File: src/rtl/opb_register_simulink2ppc_snap_pkg.sv
// Shared definitions for the simulink-to-PPC snapshot register and its OPB ack logic.
package opb_snap_pkg;

  localparam logic [1:0] IDX_DATA   = 2'd0;
  localparam logic [1:0] IDX_STATUS = 2'd1;
  localparam logic [1:0] IDX_CTRL   = 2'd2;
  localparam logic [1:0] IDX_TSTAMP = 2'd3;

  localparam int CTRL_CLEAR_BIT  = 0;
  localparam int CTRL_FREEZE_BIT = 1;

  localparam int STATUS_VALID_BIT  = 0;
  localparam int STATUS_OVF_BIT    = 1;
  localparam int STATUS_FROZEN_BIT = 2;
  localparam int STATUS_COUNT_LSB  = 16;

  typedef enum logic {
    IDLE = 1'b0,
    ACK  = 1'b1
  } ack_state_e;

  function automatic logic [31:0] pack_status(input logic [15:0] count, input logic frozen,
                                              input logic overflow, input logic valid);
    return {count, 13'b0, frozen, overflow, valid};
  endfunction

endpackage

File: src/rtl/opb_register_simulink2ppc_snap_if.sv
// OPB slave-side bus bundle (big-endian bit numbering as on the OPB segment).
interface opb_snap_if;
  logic [0:31] OPB_ABus;
  logic [0:3]  OPB_BE;
  logic [0:31] OPB_DBus;
  logic        OPB_RNW;
  logic        OPB_select;
  logic        OPB_seqAddr;
  logic [0:31] Sl_DBus;
  logic        Sl_xferAck;
  logic        Sl_errAck;
  logic        Sl_retry;
  logic        Sl_toutSup;

  modport master (
    output OPB_ABus, OPB_BE, OPB_DBus, OPB_RNW, OPB_select, OPB_seqAddr,
    input  Sl_DBus, Sl_xferAck, Sl_errAck, Sl_retry, Sl_toutSup
  );

  modport slave (
    input  OPB_ABus, OPB_BE, OPB_DBus, OPB_RNW, OPB_select, OPB_seqAddr,
    output Sl_DBus, Sl_xferAck, Sl_errAck, Sl_retry, Sl_toutSup
  );
endinterface

File: src/rtl/opb_register_simulink2ppc_snap_ack_fsm.sv
// Address-window decode and single-cycle OPB transfer acknowledge.
//   state | meaning
//   IDLE  | waiting for select inside the window; accept pulses on the hit
//   ACK   | xferAck high for this one cycle; select is ignored here
module opb_slave_ack_fsm
  import opb_snap_pkg::*;
#(
  parameter logic [31:0] BASEADDR = 32'h0100E400,
  parameter logic [31:0] HIGHADDR = 32'h0100E4FF
) (
  input  logic        clk,
  input  logic        rst_n,
  input  logic        select,
  input  logic [31:0] addr,
  output logic        accept,
  output logic        ack,
  output logic [1:0]  idx
);

  ack_state_e state;
  logic       hit;

  assign hit    = select && (addr >= BASEADDR) && (addr <= HIGHADDR);
  assign accept = (state == IDLE) && hit;
  assign idx    = addr[3:2];

  always_ff @(posedge clk or negedge rst_n) begin
    if (!rst_n) begin
      state <= IDLE;
      ack   <= 1'b0;
    end else begin
      case (state)
        IDLE: begin
          if (hit) begin
            state <= ACK;
            ack   <= 1'b1;
          end
        end
        ACK: begin
          state <= IDLE;
          ack   <= 1'b0;
        end
        default: begin
          state <= IDLE;
          ack   <= 1'b0;
        end
      endcase
    end
  end

endmodule

File: src/rtl/opb_register_simulink2ppc_snap.sv
// Fabric-to-PPC snapshot register on OPB: held data, sticky flags, update counter, freeze.
// Optional capture timestamp at index 3 when OPB_SNAP_TIMESTAMP_EN is defined.
module opb_register_simulink2ppc_snap
  import opb_snap_pkg::*;
#(
  parameter logic [31:0] C_BASEADDR   = 32'h0100E400,
  parameter logic [31:0] C_HIGHADDR   = 32'h0100E4FF,
  parameter int          C_OPB_AWIDTH = 32,
  parameter int          C_OPB_DWIDTH = 32,
  parameter              C_FAMILY     = "virtex6"
) (
  input  logic        OPB_Clk,
  input  logic        OPB_Rst_n,
  opb_snap_if.slave   bus,
  input  logic [31:0] user_data_in,
  input  logic        user_valid,
  output logic        user_frozen
);

  logic [31:0] addr, wdata, rd_mux, rd_q, snap_data, tstamp;
  logic [15:0] count;
  logic [1:0]  idx;
  logic        accept, ack, valid, overflow, frozen;
  logic        rd_en, wr_ctrl, clear, rd_data, capture;
  logic        unused_ok;

  assign addr  = bus.OPB_ABus;
  assign wdata = bus.OPB_DBus;

  opb_slave_ack_fsm #(
    .BASEADDR (C_BASEADDR),
    .HIGHADDR (C_HIGHADDR)
  ) u_ack_fsm (
    .clk    (OPB_Clk),
    .rst_n  (OPB_Rst_n),
    .select (bus.OPB_select),
    .addr   (addr),
    .accept (accept),
    .ack    (ack),
    .idx    (idx)
  );

  assign rd_en   = accept && bus.OPB_RNW;
  assign wr_ctrl = accept && !bus.OPB_RNW && bus.OPB_BE[3] && (idx == IDX_CTRL);
  assign clear   = wr_ctrl && wdata[CTRL_CLEAR_BIT];
  assign rd_data = rd_en && (idx == IDX_DATA);
  assign capture = user_valid && !frozen;

  always_comb begin
    rd_mux = 32'h0;
    case (idx)
      IDX_DATA:   rd_mux = snap_data;
      IDX_STATUS: rd_mux = pack_status(count, frozen, overflow, valid);
      IDX_CTRL:   rd_mux[CTRL_FREEZE_BIT] = frozen;
      IDX_TSTAMP: rd_mux = tstamp;
      default:    rd_mux = 32'h0;
    endcase
  end

  // CLEAR is applied before the capture increment; a same-cycle DATA read consumes the old valid.
  always_ff @(posedge OPB_Clk or negedge OPB_Rst_n) begin
    if (!OPB_Rst_n) begin
      snap_data <= 32'h0;
      valid     <= 1'b0;
      overflow  <= 1'b0;
      frozen    <= 1'b0;
      count     <= 16'h0;
      rd_q      <= 32'h0;
    end else begin
      if (accept) rd_q <= rd_en ? rd_mux : 32'h0;
      if (wr_ctrl) frozen <= wdata[CTRL_FREEZE_BIT];

      if (capture) begin
        snap_data <= user_data_in;
        valid     <= 1'b1;
        count     <= (clear ? 16'h0 : count) + 16'h1;
      end else begin
        if (rd_data) valid <= 1'b0;
        if (clear)   count <= 16'h0;
      end

      if (clear) overflow <= 1'b0;
      else if (capture && valid && !rd_data) overflow <= 1'b1;
    end
  end

`ifdef OPB_SNAP_TIMESTAMP_EN
  logic [31:0] cyc_cnt;

  always_ff @(posedge OPB_Clk or negedge OPB_Rst_n) begin
    if (!OPB_Rst_n) begin
      cyc_cnt <= 32'h0;
      tstamp  <= 32'h0;
    end else begin
      cyc_cnt <= cyc_cnt + 32'h1;
      if (capture) tstamp <= cyc_cnt;
    end
  end
`else
  assign tstamp = 32'h0;
`endif

  assign bus.Sl_DBus    = ack ? rd_q : 32'h0;
  assign bus.Sl_xferAck = ack;
  assign bus.Sl_errAck  = 1'b0;
  assign bus.Sl_retry   = 1'b0;
  assign bus.Sl_toutSup = 1'b0;
  assign user_frozen    = frozen;

  assign unused_ok = ^{wdata[31:2], bus.OPB_BE[0:2], bus.OPB_seqAddr, C_FAMILY,
                       C_OPB_AWIDTH, C_OPB_DWIDTH};

endmodule

File: src/flat_wrapper.sv
// flat-port wrapper written by rule: the top's interface ports become plain ports
module opb_register_simulink2ppc_snap_flat import opb_snap_pkg::*;
#(
  parameter logic [31:0] C_BASEADDR   = 32'h0100E400,
  parameter logic [31:0] C_HIGHADDR   = 32'h0100E4FF,
  parameter int          C_OPB_AWIDTH = 32,
  parameter int          C_OPB_DWIDTH = 32,
  parameter              C_FAMILY     = "       "
)
  (OPB_Clk, OPB_Rst_n, user_data_in, user_valid, user_frozen, bus_OPB_ABus, bus_OPB_BE, bus_OPB_DBus, bus_OPB_RNW, bus_OPB_select, bus_OPB_seqAddr, bus_Sl_DBus, bus_Sl_xferAck, bus_Sl_errAck, bus_Sl_retry, bus_Sl_toutSup);
  opb_snap_if bus_i ();
  input  logic OPB_Clk;
  input  logic OPB_Rst_n;
  input  logic [31:0] user_data_in;
  input  logic user_valid;
  output logic user_frozen;
  input wire logic [$bits(bus_i.OPB_ABus)-1:0] bus_OPB_ABus;
  input wire logic [$bits(bus_i.OPB_BE)-1:0] bus_OPB_BE;
  input wire logic [$bits(bus_i.OPB_DBus)-1:0] bus_OPB_DBus;
  input wire logic [$bits(bus_i.OPB_RNW)-1:0] bus_OPB_RNW;
  input wire logic [$bits(bus_i.OPB_select)-1:0] bus_OPB_select;
  input wire logic [$bits(bus_i.OPB_seqAddr)-1:0] bus_OPB_seqAddr;
  output wire logic [$bits(bus_i.Sl_DBus)-1:0] bus_Sl_DBus;
  output wire logic [$bits(bus_i.Sl_xferAck)-1:0] bus_Sl_xferAck;
  output wire logic [$bits(bus_i.Sl_errAck)-1:0] bus_Sl_errAck;
  output wire logic [$bits(bus_i.Sl_retry)-1:0] bus_Sl_retry;
  output wire logic [$bits(bus_i.Sl_toutSup)-1:0] bus_Sl_toutSup;
  assign bus_i.OPB_ABus = bus_OPB_ABus;
  assign bus_i.OPB_BE = bus_OPB_BE;
  assign bus_i.OPB_DBus = bus_OPB_DBus;
  assign bus_i.OPB_RNW = bus_OPB_RNW;
  assign bus_i.OPB_select = bus_OPB_select;
  assign bus_i.OPB_seqAddr = bus_OPB_seqAddr;
  assign bus_Sl_DBus = bus_i.Sl_DBus;
  assign bus_Sl_xferAck = bus_i.Sl_xferAck;
  assign bus_Sl_errAck = bus_i.Sl_errAck;
  assign bus_Sl_retry = bus_i.Sl_retry;
  assign bus_Sl_toutSup = bus_i.Sl_toutSup;
  opb_register_simulink2ppc_snap #(.C_BASEADDR(C_BASEADDR), .C_HIGHADDR(C_HIGHADDR), .C_OPB_AWIDTH(C_OPB_AWIDTH), .C_OPB_DWIDTH(C_OPB_DWIDTH), .C_FAMILY(C_FAMILY)) u_core (.OPB_Clk(OPB_Clk), .OPB_Rst_n(OPB_Rst_n), .bus(bus_i), .user_data_in(user_data_in), .user_valid(user_valid), .user_frozen(user_frozen));
endmodule
File: config.mk
export PLATFORM = sky130hd
export DESIGN_NAME = opb_register_simulink2ppc_snap_flat
export DESIGN_NICKNAME = d
export VERILOG_FILES = /design/src/rtl/opb_register_simulink2ppc_snap_pkg.sv /design/src/rtl/opb_register_simulink2ppc_snap_if.sv /design/src/rtl/opb_register_simulink2ppc_snap_ack_fsm.sv /design/src/rtl/opb_register_simulink2ppc_snap.sv /design/src/flat_wrapper.sv
export SDC_FILE = /design/constraint.sdc
export NUM_CORES = 1
export LEC_CHECK = 0
export BUFFER_PORTS_ARGS = -buffer_cell sky130_fd_sc_hd__buf_2
export CELL_PAD_IN_SITES_DETAIL_PLACEMENT = 0
export CELL_PAD_IN_SITES_GLOBAL_PLACEMENT = 1
export CORE_ASPECT_RATIO = 0.5
export CORE_UTILIZATION = 36
export DETAILED_ROUTE_END_ITERATION = 8
export GPL_ROUTABILITY_DRIVEN = 0
export GPL_TIMING_DRIVEN = 0
export PLACE_DENSITY_LB_ADDON = 0.1
export SYNTH_ARGS = -nofsm -noshare
export SYNTH_HDL_FRONTEND = slang
export SYNTH_HIERARCHICAL = 1
export SYNTH_SLANG_ARGS = --single-unit
File: constraint.sdc
create_clock -name OPB_Clk -period 3.33 [get_ports OPB_Clk]
set_clock_uncertainty 0.15 [all_clocks]
set_input_delay 0.333 -clock OPB_Clk [delete_from_list [all_inputs] [get_ports OPB_Clk]]
set_output_delay 0.333 -clock OPB_Clk [all_outputs]
set_load 0.1 [all_outputs]
; ---- Yosys cells after proc, flatten, opt, wreduce, memory -nomap -nowiden
; Cells that the tools add are included.
[totals]
register_bits = 85
out_inout_bits = 37
word_cells = 49
[classes]
addsub = 1
n_reduce_logical = 18
eq_ne = 4
n_lt_le_gt_ge = 2
n_mux = 15
bitwise = 1
[op_table]
columns = operator, count
row1 = $mux 32, 2
row2 = $pmux 30 s2, 1
row3 = $ge 32x25->1 const B, 1
row4 = $le 32x25->1 const B, 1
row5 = $mux 16, 2
row6 = $add 16x1->16 const B, 1
row7 = $logic_and 1x1->1, 12
row8 = $mux 1, 6
row9 = $pmux 1 s2, 3
row10 = $eq 2x2->1 const B, 2
row11 = $pmux 1 s4, 1
row12 = $reduce_bool 2->1, 2
row13 = $logic_not 1->1, 3
row14 = $eq 2x1->1 const B, 1
row15 = $logic_not 2->1, 1
row16 = $ne 2x2->1 const B, 1
row17 = $not 1->1, 1

; ---- Logic depth before layout (Yosys ltp)
; Gate-level depths: netlist of the first run.
[depth]
word_depth = 11
depth_mapped = 11

; ---- Cells and area by module
; Netlist of the first run, hierarchy kept.
[by_module_without_submodules]
columns = mod, n_inst, cells_each, area_each_um2, seq_area_each_um2
row1 = opb_register_simulink2ppc_snap, 1, 412, 3714.8, 2077.0
row2 = opb_slave_ack_fsm, 1, 16, 163.9, 50.0

; ---- Least setup slack after synthesis of the first run
; OpenSTA, ideal clock, no wires.
[synth_path]
path_kind = register to register
start = register u_core.u_ack_fsm.state
end = register u_core.count[14]
path_slack_ps = 840
period_less_slack_ps = 2490
stages_incl_launch_ff = 12
t_arrival_ps = 2208
path_cell_list = dfrtp_1 -> nor4_1 -> nand3_1 -> nor2_1 -> and4bb_2 -> nand3_1 -> and2_1 -> ha_1 -> nand4b_1 -> nor4_1 -> xnor2_1 -> nor2_1
[synth_between]
elab_chain_len = 9
[synth_rtl]
columns = item, line
row1 = from (decl), opb_register_simulink2ppc_snap_ack_fsm.sv:20  ; ack_state_e state;
row2 = from (signal assigned), opb_register_simulink2ppc_snap_ack_fsm.sv:29  ; state <= IDLE;
row3 = from (signal assigned), opb_register_simulink2ppc_snap_ack_fsm.sv:35  ; state <= ACK;
row4 = from (signal assigned), opb_register_simulink2ppc_snap_ack_fsm.sv:40  ; state <= IDLE;
row5 = $not 1->1 (*), n/a
row6 = $logic_and 1x1->1 (*), opb_register_simulink2ppc_snap_ack_fsm.sv:24  ; assign accept = (state == IDLE) && hit;
row7 = via u_core.accept, opb_register_simulink2ppc_snap.sv:23  ; logic accept, ack, valid, overflow, frozen;
row8 = $logic_and 1x1->1 (*) (3 in a row), opb_register_simulink2ppc_snap.sv:44  ; assign wr_ctrl = accept && !bus.OPB_RNW && bus.OPB_BE[3] && (idx == IDX_CTRL);
row9 = $logic_and 1x1->1 (*), opb_register_simulink2ppc_snap.sv:45  ; assign clear = wr_ctrl && wdata[CTRL_CLEAR_BIT];
row10 = $mux 16 (*), n/a
row11 = $add 16x1->16, opb_register_simulink2ppc_snap.sv:76  ; count <= (clear ? 16'h0 : count) + 16'h1;
row12 = $mux 16 (*), opb_register_simulink2ppc_snap.sv:73  ; if (capture) begin
row13 = to (signal assigned), opb_register_simulink2ppc_snap.sv:76
row14 = to (decl), opb_register_simulink2ppc_snap.sv:21  ; logic [15:0] count;
; Mark *: on every way through the listed nets, which the timed path passes. The rest lies on a longest branch.
; A chain may end at the register's enable or synchronous reset.

; ---- Worst setup path after layout of the first run
[layout_path]
start = register u_core.u_ack_fsm.state
end = register u_core.rd_q[0]
[layout_between]
elab_chain_len = 4
[layout_rtl]
columns = item, line
row1 = $not 1->1 (*), n/a
row2 = $logic_and 1x1->1 (*), opb_register_simulink2ppc_snap_ack_fsm.sv:24
row3 = via u_core.accept, opb_register_simulink2ppc_snap.sv:23
row4 = $logic_and 1x1->1, opb_register_simulink2ppc_snap.sv:43  ; assign rd_en = accept && bus.OPB_RNW;
row5 = $mux 32, opb_register_simulink2ppc_snap.sv:70  ; if (accept) rd_q <= rd_en ? rd_mux : 32'h0;
row6 = to (signal assigned), opb_register_simulink2ppc_snap.sv:70
row7 = to (decl), opb_register_simulink2ppc_snap.sv:20  ; logic [31:0] addr, wdata, rd_mux, rd_q, snap_data, tstamp;
; Marked as above.

==> results of run 1 <==
## power groups by stage
stage,clock network [uW],logic [uW],registers [uW]
after floorplan,0,152,1180
after global placement,0,236,1200
after detailed placement,0,244,1200
after CTS,1060,245,1190
after global routing,1110,282,1200
final,1030,242,1190
## critical path: stages (launching register included)
cell	delay, ns
sky130_fd_sc_hd__dfrtp_1	0.39
sky130_fd_sc_hd__nor4_1	0.28
sky130_fd_sc_hd__nand3_1	0.20
sky130_fd_sc_hd__nor2_4	0.30
sky130_fd_sc_hd__nand2_1	0.16
sky130_fd_sc_hd__nor3_1	0.48
sky130_fd_sc_hd__clkbuf_1	0.55
sky130_fd_sc_hd__a22oi_1	0.20
sky130_fd_sc_hd__o21ai_0	0.11
## stage by stage
stage               worst slack (ns)  power [uW]  hold slack [ns]
floorplan                      0.840        1330           -0.113
global placement              -0.156        1440            0.309
detailed placement            -0.188        1450           0.0801
CTS                            0.175        2490           0.0234
global route                  0.0883        2590           0.0404
finish                         0.421        2460           0.0329
## per-layer routing
metal  part of all wire  wire length, um  track usage  vias up
met3              0.062              579       0.0467        2
met5                  0                0            0        -
li1                   -                -            -     1599
met2               0.44             4110        0.294       74
met1               0.50             4690        0.257     1464
met4             0.0031               29       0.0612        0
## cells by family after synthesis
group / count (synthesis) / share of synthesized area
flip-flops: 85 / 0.548
other: 1 / 0.000967
multiplexers: 3 / 0.00839
AO/OA/AOI/OAI: 65 / 0.0994
buffers and inverters: 65 / 0.0687
adder cells (fa/ha/maj): 1 / 0.00323
AND/OR/NAND/NOR: 198 / 0.248
XOR/XNOR: 10 / 0.0226
## state kept, by name (all words and copies together) (netlist names)
| name | cells |
|---|---|
| u_core/u_ack_fsm/ack | 1 |
| u_core/u_ack_fsm/state | 1 |
| u_core/snap_data | 32 |
| u_core/user_frozen | 1 |
| u_core/overflow | 1 |
| u_core/rd_q | 32 |
| u_core/count | 16 |
| u_core/valid | 1 |
## timing repair
action	CTS	global route
resized for setup	1	1
hold buffers	1	0
endpoints found under the setup margin	6	8
endpoints found under the hold margin	17	0
## area by class of cell
type	count	area, sq um	area share
multi-input cells	280	1500	0.306
flip-flops and latches	85	2130	0.433
clock inverters	3	42.5	0.00867
plain buffers	26	120	0.0245
well taps	140	175	0.0357
repair buffers	99	526	0.107
inverters	39	146	0.0298
clock buffers	13	270	0.0551
## worst paths after layout
| kind | start | to | slack, ns | depth (start not counted) |
|---|---|---|---|---|
| worst max-delay path | u_core/u_ack_fsm/state$_DFF_PN0_ | u_core/rd_q[0]$_DFFE_PN0P_ | 0.42 | 8 |
| worst min-delay path | user_data_in[4] | u_core/snap_data[4]$_DFFE_PN0P_ | 0.03 | 3 |
| worst max register to register | u_core/u_ack_fsm/state$_DFF_PN0_ | u_core/rd_q[0]$_DFFE_PN0P_ | 0.42 | 8 |
| worst min register to register | u_core/snap_data[14]$_DFFE_PN0P_ | u_core/rd_q[14]$_DFFE_PN0P_ | 0.33 | 2 |
| max in group asynchronous | OPB_Rst_n | u_core/snap_data[2]$_DFFE_PN0P_ | 2.15 | 3 |
| min in group asynchronous | OPB_Rst_n | u_core/rd_q[24]$_DFFE_PN0P_ | 0.27 | 2 |
## cells in the final DEF, fill, tap and decap left out, types with 2 or more instances in the layout
master and count:
sky130_fd_sc_hd__a21oi_1 6, sky130_fd_sc_hd__a22oi_1 18, sky130_fd_sc_hd__and2_1 34, sky130_fd_sc_hd__and4bb_2 4, sky130_fd_sc_hd__buf_1 2, sky130_fd_sc_hd__buf_2 99
sky130_fd_sc_hd__buf_4 6, sky130_fd_sc_hd__clkbuf_1 17, sky130_fd_sc_hd__clkbuf_16 9, sky130_fd_sc_hd__clkbuf_8 3, sky130_fd_sc_hd__conb_1 3, sky130_fd_sc_hd__dfrtp_1 85
sky130_fd_sc_hd__inv_1 39, sky130_fd_sc_hd__mux2_2 2, sky130_fd_sc_hd__nand2_1 114, sky130_fd_sc_hd__nand3_1 5, sky130_fd_sc_hd__nand4_1 4, sky130_fd_sc_hd__nand4b_1 2
sky130_fd_sc_hd__nor2_1 10, sky130_fd_sc_hd__nor3_1 5, sky130_fd_sc_hd__nor4_1 5, sky130_fd_sc_hd__o21ai_0 38, sky130_fd_sc_hd__or3_1 5, sky130_fd_sc_hd__xnor2_1 8
sky130_fd_sc_hd__xor2_1 2
==> impl_metrics.ini, run 1 <==
[status]
run_status = completed

[timing]
grt_setup_unrepaired = false
fmax_mhz = 344
timing.max_slew.rel_slack = 0.560
fin_setup_tns_ns = 0
timing_worst_slew_pin_value_ns = 0.657
hold_viol = 0
setup_violations = 0
minimum_clock_period_ns = 2.91
finalMaxSlewViolations = 0
post-route-period-util = 0.874

[power_and_ir_drop]
power.share.clock = 0.420
power_density_mw_per_mm2 = 501
netSwitchingFraction = 0.245
p_comb_frac = 0.099
p_int_uw = 1860
sequentialPowerShare = 0.482
net-switching-power_uw = 604
ir_drop_worst_vdd_uv = 253
p_leak_uw = 0.00237

[clock_network]
clock_sink_count = 85
numCtsBuffers = 9
cts_tree = yes
post-cts-setup-buffers = 0
clk_transition_reported_paths_ns = 0.06
clock_path_buffers = 2
clock-root-buffer = sky130_fd_sc_hd__clkbuf_16
cts.htree.levels = 3
clk-insertion-delay-late_ns = 0.33

[yosys]
ys_async_sr_fraction = 1.00
synth_top_cell_area_share = 0.548
synth_cell_types = 37
syn_area_sq_mm = 0.00388
postSynthRegisterBits = 85
ys.warnings.count = 6
synth_area_leaders = sky130_fd_sc_hd__dfrtp_1 (55%), sky130_fd_sc_hd__nand2_1 (11%), sky130_fd_sc_hd__and2_1 (5.5%)
edff_count_synth = 0
post_synthesis_sequential_area_ratio = 0.548
postSynthCellCount = 428
synth.most_common_cell = sky130_fd_sc_hd__nand2_1
synth_top_area_cell = sky130_fd_sc_hd__dfrtp_1
synth.cells.most_frequent = sky130_fd_sc_hd__nand2_1 (114), sky130_fd_sc_hd__dfrtp_1 (85), sky130_fd_sc_hd__inv_1 (39)
synth_area_per_cell_sq_um = 9.06
synth_top_flop_cell = sky130_fd_sc_hd__dfrtp_1

[grt]
first_pass_grt_wire_length_mm = 15.8
grt_start_max_net_pins = 69
gr-usage-all-layers = 0.187
grt_overflow = 0
antenna_found_initial = 0
first_global_vias = 3169

[floorplanning]
core_area_sq_mm = 0.0103
chip_width_um = 149
floorplan.die_area_sq_mm = 0.0112
placementRows = 26
io_pins = 143
die-height_um = 75.4
initial_core_util = 0.375

[placement]
hpwl_mm = 6.77
dp.cells = 668
post_place_cell_area_sq_mm = 0.00458
numPortBuffers = 97

[detailed_routing]
detail_route.drc_violations = 0
wirelength_mm = 9.41
avgRoutedWirePerCell_um = 13.7
drtIter0Drc = 125
viasPerCell = 4.58
detail-route-antenna-nets = 0
num_vias = 3139
drtPass1Iterations = 4

[setup_path]
timing.critical_path.required_ns = 3.43
cp-end-kind = register
critPathMaxFanout = 10
cp-start-kind = register
worstSetupPathType = reg2reg
cp.arrival_ns = 3.01

[worst_hold_path]
hold_path_class = in2reg

[final_layout]
final_cells = 685
postLayoutCellArea_sq_mm = 0.00491
nFillCells = 1027
num_antenna_cells = 0
area.growth.synth_to_final_pct = 26.5
final_net_count = 647
drive_above_1_share = 0.246
finish.utilization = 0.474

[run]
timing.max_cap.violations = 0
Power figures use the tool's default switching activity.
==> run 2: changes to the inputs <==
CTS_BUF_LIST = sky130_fd_sc_hd__clkbuf_4 sky130_fd_sc_hd__clkbuf_8 sky130_fd_sc_hd__clkbuf_16   (was not set)
HOLD_SLACK_MARGIN = 0.06   (was not set)
==> run 2 against run 1 <==
  * Core utilization increased by 3.1 points
  * Combinational power increased by 13%
  * Clock power about the same
  * Cell area increased by 6.6%
  * Critical path depth unchanged
  * Critical endpoint unchanged
==> impl_metrics.ini, run 2 (synthesis gave the netlist of run 1 again) <==
[status]
run_status = completed

[floorplanning]
floorplan.die_area_sq_mm = 0.0112
core_area_sq_mm = 0.0103
io_pins = 143
die-height_um = 75.4
placementRows = 26
initial_core_util = 0.375
chip_width_um = 149

[setup_path]
crit_buf_inv = 1
critPathMaxStageDelay_ns = 0.55
timing.critical_path.required_ns = 3.43
worstSetupPathType = reg2reg
cp.arrival_ns = 3.03
cp-end-kind = register
crit_path_cell_trace = nor4_1 > nand3_1 > nor2_4 > nand2_1 > nor3_1 > clkbuf_1 > a22oi_1 > o21ai_0
cp_slowest_cell = sky130_fd_sc_hd__clkbuf_1
cp_top_family = simple AND/OR/NAND/NOR gates
critPathMaxFanout = 10
cp-start-kind = register

[timing]
finalMaxSlewViolations = 0
hold_viol = 0
setup_violations = 0
fmax_mhz = 341
minimum_clock_period_ns = 2.93
timing_worst_slew_pin_value_ns = 0.658
post-route-period-util = 0.881
timing.max_slew.rel_slack = 0.559
grt_setup_unrepaired = false

[detailed_routing]
drtIter0Drc = 145
drtPass1Iterations = 5
viasPerCell = 4.56
num_vias = 3266
detail_route.drc_violations = 0
detail-route-antenna-nets = 0
wirelength_mm = 9.70
avgRoutedWirePerCell_um = 13.5

[power_and_ir_drop]
power_density_mw_per_mm2 = 478
net-switching-power_uw = 614
p_leak_uw = 0.00250
sequentialPowerShare = 0.474
netSwitchingFraction = 0.245
p_int_uw = 1890
p_comb_frac = 0.109
ir_drop_worst_vdd_uv = 252
power.share.clock = 0.417
total_power_uw = 2500

[worst_hold_path]
hold_path_class = in2reg

[final_layout]
postLayoutCellArea_sq_mm = 0.00523
final_net_count = 679
layout.cells.most_common = sky130_fd_sc_hd__nand2_1
layout.cells.most_common_list = sky130_fd_sc_hd__nand2_1 (114), sky130_fd_sc_hd__buf_2 (99), sky130_fd_sc_hd__dfrtp_1 (85)
num_antenna_cells = 0
reg.largest.list = u_core/rd_q (32), u_core/snap_data (32), u_core/count (16)
drive_above_1_share = 0.234
finish.utilization = 0.506
area.growth.synth_to_final_pct = 34.9

[clock_network]
clk-insertion-delay-late_ns = 0.34
post-cts-setup-buffers = 0
clock-root-buffer = sky130_fd_sc_hd__clkbuf_16
numCtsBuffers = 9
clock_path_buffers = 2
cts_tree = yes
clk_transition_reported_paths_ns = 0.06
cts.htree.levels = 3
clock_sink_count = 85

[grt]
first_pass_grt_wire_length_mm = 16.2
first_global_vias = 3284
grt_start_max_net_pins = 69
antenna_found_initial = 0
grt_overflow = 0
gr-usage-all-layers = 0.191

[run]
timing.max_cap.violations = 0

[placement]
numPortBuffers = 97
hpwl_mm = 6.77
post_place_cell_area_sq_mm = 0.00458
-- run 2: final cells by class --
type	instances	area, sq um
inverters	39	146
fillers	1012	5110
clock inverters	3	42.5
multi-input cells	280	1500
well taps	140	175
repair buffers	131	846
plain buffers	26	120
flip-flops and latches	85	2130
clock buffers	13	274
-- run 2: stage by stage --
step / std cells / worst slack [ns] / hold WS (ns) / TNS (ns)
final: 717 / 0.397 / 0.0880 / 0
after global placement: 667 / -0.156 / 0.309 / -1.01
after floorplan: 430 / 0.840 / -0.113 / 0
after detailed placement: 668 / -0.188 / 0.0801 / -1.39
after global routing: 717 / 0.0810 / 0.0982 / 0
after CTS: 717 / 0.175 / 0.0838 / 0
-- run 2: repair_timing --
item,4_1_cts,5_1_grt
gates resized for setup,1,1
hold buffers,33,0
endpoints found under the setup margin,6,8
endpoints found under the hold margin,49,0
-- run 2: power groups by stage --
| stage | sequential (uW) | clock [uW] | combinational [uW] |
|---|---|---|---|
| 2_1_floorplan | 1180 | 0 | 152 |
| 3_3_place_gp | 1200 | 0 | 236 |
| 3_5_place_dp | 1200 | 0 | 244 |
| 4_1_cts | 1190 | 1070 | 274 |
| 5_1_grt | 1200 | 1120 | 313 |
| 6_report | 1190 | 1040 | 273 |
-- run 2: worst paths after layout --
path                                                  start                                to  slack [ns]  depth (start not counted)
setup / recovery           u_core/u_ack_fsm/state$_DFF_PN0_        u_core/rd_q[0]$_DFFE_PN0P_        0.40                          8
hold / removal                              bus_OPB_DBus[1]    u_core/user_frozen$_DFFE_PN0N_        0.09                          2
setup reg to reg           u_core/u_ack_fsm/state$_DFF_PN0_        u_core/rd_q[0]$_DFFE_PN0P_        0.40                          8
hold reg to reg            u_core/snap_data[18]$_DFFE_PN0P_  u_core/snap_data[18]$_DFFE_PN0P_        0.33                          2
max in group asynchronous                         OPB_Rst_n        u_core/rd_q[4]$_DFFE_PN0P_        2.14                          3
min in group asynchronous                         OPB_Rst_n       u_core/rd_q[24]$_DFFE_PN0P_        0.26                          2
-- run 2: metal layers --
metal	vias to the layer above	track usage	share of wire
met5	-	0	0
met1	1529	0.258	0.50
met3	7	0.0461	0.053
li1	1661	-	-
met4	0	0.0578	0.0087
met2	69	0.311	0.44
